--- config.mk ---
export PLATFORM = sky130hd
export DESIGN_NAME = div_sequencer
export DESIGN_NICKNAME = d
export VERILOG_FILES = /design/src/rtl/div_sequencer.sv
export SDC_FILE = /design/constraint.sdc
export NUM_CORES = 1
export LEC_CHECK = 0
export ABC_AREA = 0
export CORE_MARGIN = 3
export CORE_UTILIZATION = 40
export DETAILED_ROUTE_END_ITERATION = 10
export PLACE_DENSITY = 0.58
export RECOVER_POWER = 100
export SETUP_SLACK_MARGIN = 0.05
export SYNTH_ARGS = -nofsm -noshare
export SYNTH_HDL_FRONTEND = slang
export SYNTH_SLANG_ARGS = --single-unit
export TNS_END_PERCENT = 5
--- constraint.sdc ---
create_clock -name clock -period 10 [get_ports clock]
set_clock_uncertainty 0.15 [all_clocks]
set_input_delay 2 -clock clock [delete_from_list [all_inputs] [get_ports clock]]
set_output_delay 2 -clock clock [all_outputs]
set_load 0.01 [all_outputs]
--- src/rtl/div_sequencer.sv ---
// div_sequencer: multi-cycle signed non-restoring divider; DIV_ZERO_TRAP_EN enables the divide-by-zero trap
module div_sequencer #(
  parameter int WIDTH = 32
) (
  input  logic             clock,
  input  logic             reset,
  input  logic             start,
  input  logic [WIDTH-1:0] dividend,
  input  logic [WIDTH-1:0] divisor,
  output logic             busy,
  output logic             done,
  output logic [WIDTH-1:0] quotient,
  output logic [WIDTH-1:0] remainder,
  output logic             div_by_zero
);
  localparam int CW = $clog2(WIDTH);
  typedef enum logic [2:0] {IDLE, PREP, ITER, FIX, DONE} state_t;
  state_t state, state_n;
  logic [CW-1:0] cnt;
  logic [WIDTH:0] a, a_sh, a_step, a_fix;
  logic [WIDTH-1:0] q, m, dvd, dsr;
  logic sq, sr, dz_hit;
`ifdef DIV_ZERO_TRAP_EN
  logic dz;
  assign dz_hit = (dsr == '0);
  assign div_by_zero = dz;
`else
  assign dz_hit = 1'b0;
  assign div_by_zero = 1'b0;
`endif
  assign busy   = (state == PREP) || (state == ITER) || (state == FIX);
  assign done   = (state == DONE);
  assign a_sh   = {a[WIDTH-1:0], q[WIDTH-1]};
  assign a_step = a[WIDTH] ? a_sh + {1'b0, m} : a_sh - {1'b0, m};
  assign a_fix  = a[WIDTH] ? a + {1'b0, m} : a;
  // state register
  always_ff @(posedge clock) begin
    if (reset) state <= IDLE;
    else       state <= state_n;
  end
  // next-state sequencing
  always_comb begin
    state_n = state;
    unique case (state)
      IDLE: state_n = start ? PREP : IDLE;
      PREP: state_n = dz_hit ? DONE : ITER;
      ITER: state_n = (cnt == CW'(WIDTH-1)) ? FIX : ITER;
      FIX:  state_n = DONE;
      DONE: state_n = IDLE;
      default: state_n = IDLE;
    endcase
  end
  // operand capture, one non-restoring step per ITER cycle, sign fix-up into the result registers
  always_ff @(posedge clock) begin
    if (reset) begin
      a <= '0;
      q <= '0;
      m <= '0;
      cnt <= '0;
      dvd <= '0;
      dsr <= '0;
      sq <= 1'b0;
      sr <= 1'b0;
      quotient <= '0;
      remainder <= '0;
`ifdef DIV_ZERO_TRAP_EN
      dz <= 1'b0;
`endif
    end else begin
      unique case (state)
        IDLE: if (start) begin
          dvd <= dividend;
          dsr <= divisor;
`ifdef DIV_ZERO_TRAP_EN
          dz <= 1'b0;
`endif
        end
        PREP: begin
          m <= dsr[WIDTH-1] ? -dsr : dsr;
          q <= dvd[WIDTH-1] ? -dvd : dvd;
          a <= '0;
          cnt <= '0;
          sq <= dvd[WIDTH-1] ^ dsr[WIDTH-1];
          sr <= dvd[WIDTH-1];
`ifdef DIV_ZERO_TRAP_EN
          if (dz_hit) begin
            quotient <= '1;
            remainder <= dvd;
            dz <= 1'b1;
          end
`endif
        end
        ITER: begin
          a <= a_step;
          q <= {q[WIDTH-2:0], ~a_step[WIDTH]};
          cnt <= cnt + 1'b1;
        end
        FIX: begin
          a <= a_fix;
          quotient <= sq ? -q : q;
          remainder <= sr ? -a_fix[WIDTH-1:0] : a_fix[WIDTH-1:0];
        end
        default: ;
      endcase
    end
  end
endmodule
==> impl_metrics.toml, run 1 <==
[placed_design]
post-dp-hpwl_mm = 37.9
gp_congestion = 0.938
port_buffers = 132

[floorplanning]
die_w_um = 203
die_h_um = 203
placement_rows = 71
dieArea_sq_um = 41400
initial_core_util = 0.410
coreArea_sq_um = 38000
boundaryPins = 134

[status]
outcome = "complete, but fails checks"
violations = "capacitance limit, slew limit"

[run]
maxCapViolations = 7

[logic_synthesis]
syn_nets = 2186
async_flop_share = 0
synth_edf_count = 0
synth-warning-count = 0
syn-cell-area_sq_um = 15600
synthFlopType = "dfxtp_1"
netlist_instances = 2045
yosysSeqAreaShare = 0.302
avgSynthCellArea_sq_um = 7.63
ys_ff_latch = 235
yosysUniqueCellTypes = 80

[power]
vdd_drop_max_mv = 0.127
comb_power_share = 0.352
p_seq_frac = 0.338
total_leakage_power_nw = 6.88
power.share.switching = 0.375
total_power_mw = 3.25
switchingPower_mw = 1.22
clkPwrFrac = 0.310
power_density_nw_per_um2 = 179
p_int_mw = 2.03

[setup_path]
crit_family = "buffers and inverters"
cp.arrival_ns = 7.39
worst-path-max-fanout = 100
critPathBufInv = 3
crit_required_ns = 10.18
slowest_stage = "clkbuf_1"
path_cells = "buf_6 > clkbuf_1 > clkbuf_2 > a21oi_1"
startpoint_type = "input pin"
slowest_delay_ns = 3.01
criticalPathCategory = "input pin to register"
cp-end-kind = "register"

[timing]
final_max_slew_viol_count = 417
worst_slew_pin_slew_ns = 4.26
hold_violations = 0
setup_violations = 0
min_period_ns = 7.21
period_share = 0.721
finalSetupTns_ns = 0
maxSlewHeadroom = -1.84
fmaxAchievable_mhz = 139
grt_setup_unrepaired = "no"

[clock_tree]
clkTransAtPathRegs_ns = 0.06
postCtsSetupBuffers = 0
cts_sinks = 235
cts_resized = 0
cts.htree.levels = 1
numCtsBuffers = 28
ctsLongestPathBuffers = 3
cts_root_buffer = "clkbuf_16"
clock_latency_ns = 0.56
holdBufCountCts = 0
cts_tree = "yes"

[worst_hold_path]
hold_class = "register to register"

[global_route]
grt_pass1_vias = 14200
globalRouteTotalUtil = 0.238
grt-ovfl-total = 0
grt_max_degree = 101
antenna_found_initial = 0
grt_pass1_wl_mm = 80.0

[drt]
wirelength_mm = 50.6
post-route-drc-count = 0
viasPerCell = 5.80
dr.pass1.iters = 8
ant_nets = 0
drt_iter0_markers = 1271
wire_per_inst_um = 19.2
vias = 15300

[layout]
final_util = 0.477
syn2layout_area_growth_pct = 16.3
antenna_cells = 0
finalNetCount = 2246
layout-drive-gt1-share = 0.0381
## layout by cell type (no fill, tap or decap), types with 19 or more instances in the layout
cell               n
a211oi_1          79
nand2_1          296
ha_1              72
or3_1             31
xor2_1            96
o31ai_1           35
nand3_1           37
clkdlybuf4s50_1   67
dlygate4sd3_1     64
or4_1             31
nand2b_1          23
dfxtp_1          234
nor2_1           194
xnor2_1           73
o41ai_1           19
clkbuf_16         29
a21o_1            23
o21ai_0           86
a22oi_1           36
a21oi_1          216
nor3_1            43
inv_1             39
## worst reg2reg max path, cell delays in order, from the launching register on
cell,delay [ns]
dfxtp_1,0.65
nand2b_1,0.35
nor2_1,2.16
clkbuf_1,2.10
o21ai_0,0.62
a21oi_1,0.29
## cell usage after synthesis (14+ instances only)
library cell | instances | share of area
nand2b_1 | 23 | 0.0092
o21ai_0 | 86 | 0.028
dfxtp_1 | 235 | 0.30
xor2_1 | 96 | 0.054
nor2_1 | 197 | 0.047
xnor2_1 | 73 | 0.041
a21o_1 | 23 | 0.011
a211oi_1 | 79 | 0.038
nor4_1 | 16 | 0.0064
o211ai_1 | 17 | 0.0082
nor3_1 | 43 | 0.014
ha_1 | 72 | 0.058
nor2b_1 | 17 | 0.0068
nand3b_1 | 14 | 0.0067
clkbuf_1 | 107 | 0.026
mux2i_1 | 17 | 0.011
nand2_1 | 296 | 0.071
or3_1 | 30 | 0.012
nand3_1 | 37 | 0.012
o31ai_1 | 34 | 0.016
a22oi_1 | 36 | 0.017
inv_1 | 39 | 0.0094
a21oi_1 | 216 | 0.069
o41ai_1 | 19 | 0.011
or4_1 | 31 | 0.015
## area by class of cell
type,count,area [sq um]
fillers,3944,19900
multi-input cells,1651,10300
flip-flops and latches,235,4710
repair buffers,149,1430
clock buffers,42,865
well taps,511,639
inverters,40,150
clock inverters,8,48.8
## registers in the layout, indices dropped and copies added, names as in the netlist
name and flops:
m 32, state 3, cnt 5, sr 1, sq 1, dsr 32
a 33, dvd 32, remainder 32, q 32, quotient 32
## cell families after synthesis
family                     after synthesis  share of synthesized area
muxes                                   20                     0.0131
AOI/OAI and AO/OA                      631                      0.267
buffers and inverters                  159                     0.0388
other                                    1                   0.000240
xor gates and xnor gates               169                     0.0949
DFF                                    235                      0.302
and+or+nand+nor                        756                      0.224
adders and majority gates               74                     0.0603
## metrics by stage
stage / hold slack, ns / instances / instance area, sq um / setup slack (ns)
final: 0.296 / 2636 / 18100 / 2.79
after CTS: 0.304 / 2636 / 18200 / 4.47
after detailed placement: 0.297 / 2586 / 17300 / 4.48
after floorplan: 0.305 / 2045 / 15600 / 4.74
after global placement: 0.292 / 2586 / 17300 / 4.54
after global routing: 0.331 / 2636 / 18100 / 2.34
## power by group through the flow
stage	clock, mW	combinational (mW)	sequential, mW
after floorplan	0	0.849	1.07
after global placement	0	1.12	1.11
after detailed placement	0	1.13	1.12
after CTS	1.03	1.13	1.09
after global routing	1.06	1.27	1.11
final	1.01	1.14	1.10
## routing by layer
metal / track usage / wire, um / up-vias
li1: - / - / 7579
met1: 0.362 / 24800 / 7143
met2: 0.348 / 20800 / 489
met3: 0.0369 / 3640 / 77
met4: 0.0615 / 1370 / 0
met5: 0 / 0 / -
## worst paths after layout
check,startpoint,end,depth (start not counted),slack (ns)
max,reset,dsr[1],4,2.79
min,remainder[3],remainder[3],2,0.30
max reg2reg,state[1],quotient[30],5,3.59
min reg2reg,remainder[3],remainder[3],2,0.30
(Power assumes the default switching activity.)
==> run 2, diff against run 1 <==
Clock period 10 ns to 7.2 ns, I/O delays scaled along.
==> impl_metrics.toml, run 2 (synthesized netlist as in run 1, its figures left out) <==
[power]
power_density_nw_per_um2 = 249
vdd_drop_max_mv = 0.154
total_leakage_power_nw = 6.88

[setup_path]
crit_required_ns = 5.61
startpoint_type = "register"
criticalPathCategory = "register to output pin"
cp.arrival_ns = 4.14
cp-end-kind = "output pin"
worst-path-max-fanout = 25

[clock_tree]
cts_resized = 0
postCtsSetupBuffers = 0
ctsLongestPathBuffers = 3
cts.htree.levels = 1
cts_root_buffer = "clkbuf_16"
clkTransAtPathRegs_ns = 0.06
holdBufCountCts = 0
cts_tree = "yes"
numCtsBuffers = 29
clock_latency_ns = 0.56
cts_sinks = 235

[layout]
syn2layout_area_growth_pct = 16.3
multi_input_area_sq_um = 10300
finalNetCount = 2249
fill_cells = 3920
final_cell_mix = "nand2_1, dfxtp_1, a21oi_1"
regArea_sq_um = 4700
largest_register_ffs = 33
antenna_cells = 0
stdcell_area_sq_um = 18100
regMostFlops = "a"
layout-drive-gt1-share = 0.0376
final_common_cell = "nand2_1"

[drt]
ant_nets = 0
drt_iter0_markers = 1387
wire_per_inst_um = 19.2
dr.pass1.iters = 5
post-route-drc-count = 0
vias = 15300
viasPerCell = 5.78
wirelength_mm = 50.6

[floorplanning]
dieArea_sq_um = 41400
coreArea_sq_um = 38000
boundaryPins = 134
die_w_um = 203
placement_rows = 71
die_h_um = 203
initial_core_util = 0.410

[timing]
hold_violations = 0
maxSlewHeadroom = -1.63
finalSetupTns_ns = 0
grt_setup_unrepaired = "no"
fmaxAchievable_mhz = 175
min_period_ns = 5.73
period_share = 0.795
setup_violations = 0
worst_slew_pin_slew_ns = 3.94
final_max_slew_viol_count = 143

[run]
maxCapViolations = 3

[status]
outcome = "complete, but fails checks"
violations = "capacitance limit, slew limit"

[global_route]
grt-ovfl-total = 0
globalRouteTotalUtil = 0.238
grt_pass1_wl_mm = 80.4
grt_max_degree = 94
grt_pass1_vias = 14400
antenna_found_initial = 0

[placed_design]
dpl_cell_area_sq_um = 17300
post-dp-hpwl_mm = 38.0
gp_congestion = 0.949
port_buffers = 132

[worst_hold_path]
hold_class = "register to register"
-- run 2: critical path: stages, from the launching register on --
cell and delay [ns]:
dfxtp_1 0.55, nor2_1 0.26, or2_0 1.50, inv_1 0.61, clkdlybuf4s50_1 0.65
-- run 2: area by class of cell --
| class | instances | area share |
|---|---|---|
| clock buffer | 40 | 0.0439 |
| clock inverter | 9 | 0.00579 |
| inverter | 40 | 0.00828 |
| multi-input combinational | 1651 | 0.567 |
| sequential | 235 | 0.259 |
| tap | 511 | 0.0352 |
| timing repair buffer | 151 | 0.0804 |
-- run 2: final timing paths --
| kind | slack (ns) | start | to | depth (start not counted) |
|---|---|---|---|---|
| worst max-delay path | 1.47 | state[0] | busy | 4 |
| worst min-delay path | 0.29 | remainder[11] | remainder[11] | 2 |
| worst max register to register | 1.59 | m[2] | a[32] | 17 |
| worst min register to register | 0.29 | remainder[11] | remainder[11] | 2 |
-- run 2: per-layer routing --
| layer | up-vias | global-route usage | part of all wire |
|---|---|---|---|
| met2 | 463 | 0.356 | 0.41 |
| met4 | 0 | 0.0563 | 0.023 |
| met1 | 7152 | 0.358 | 0.49 |
| li1 | 7563 | - | - |
| met5 | - | 0 | 0 |
| met3 | 73 | 0.0405 | 0.072 |
-- run 2: stage by stage --
step / worst slack [ns] / util / std cells / hold WS [ns] / power [mW]
2_1_floorplan: 1.94 / - / 2045 / 0.305 / 2.66
5_1_grt: 1.02 / 0.477 / 2637 / 0.322 / 4.79
4_1_cts: 1.72 / 0.478 / 2637 / 0.300 / 4.53
6_report: 1.47 / 0.477 / 2637 / 0.295 / 4.51
3_5_place_dp: 1.76 / 0.454 / 2588 / 0.294 / 3.11
3_3_place_gp: 1.86 / 0.454 / 2588 / 0.293 / 3.10
-- run 2: report_power, final --
part	internal, mW	switching, mW	total [mW]
clock network	0.837	0.572	1.41
logic	0.613	0.971	1.58
registers	1.38	0.139	1.52
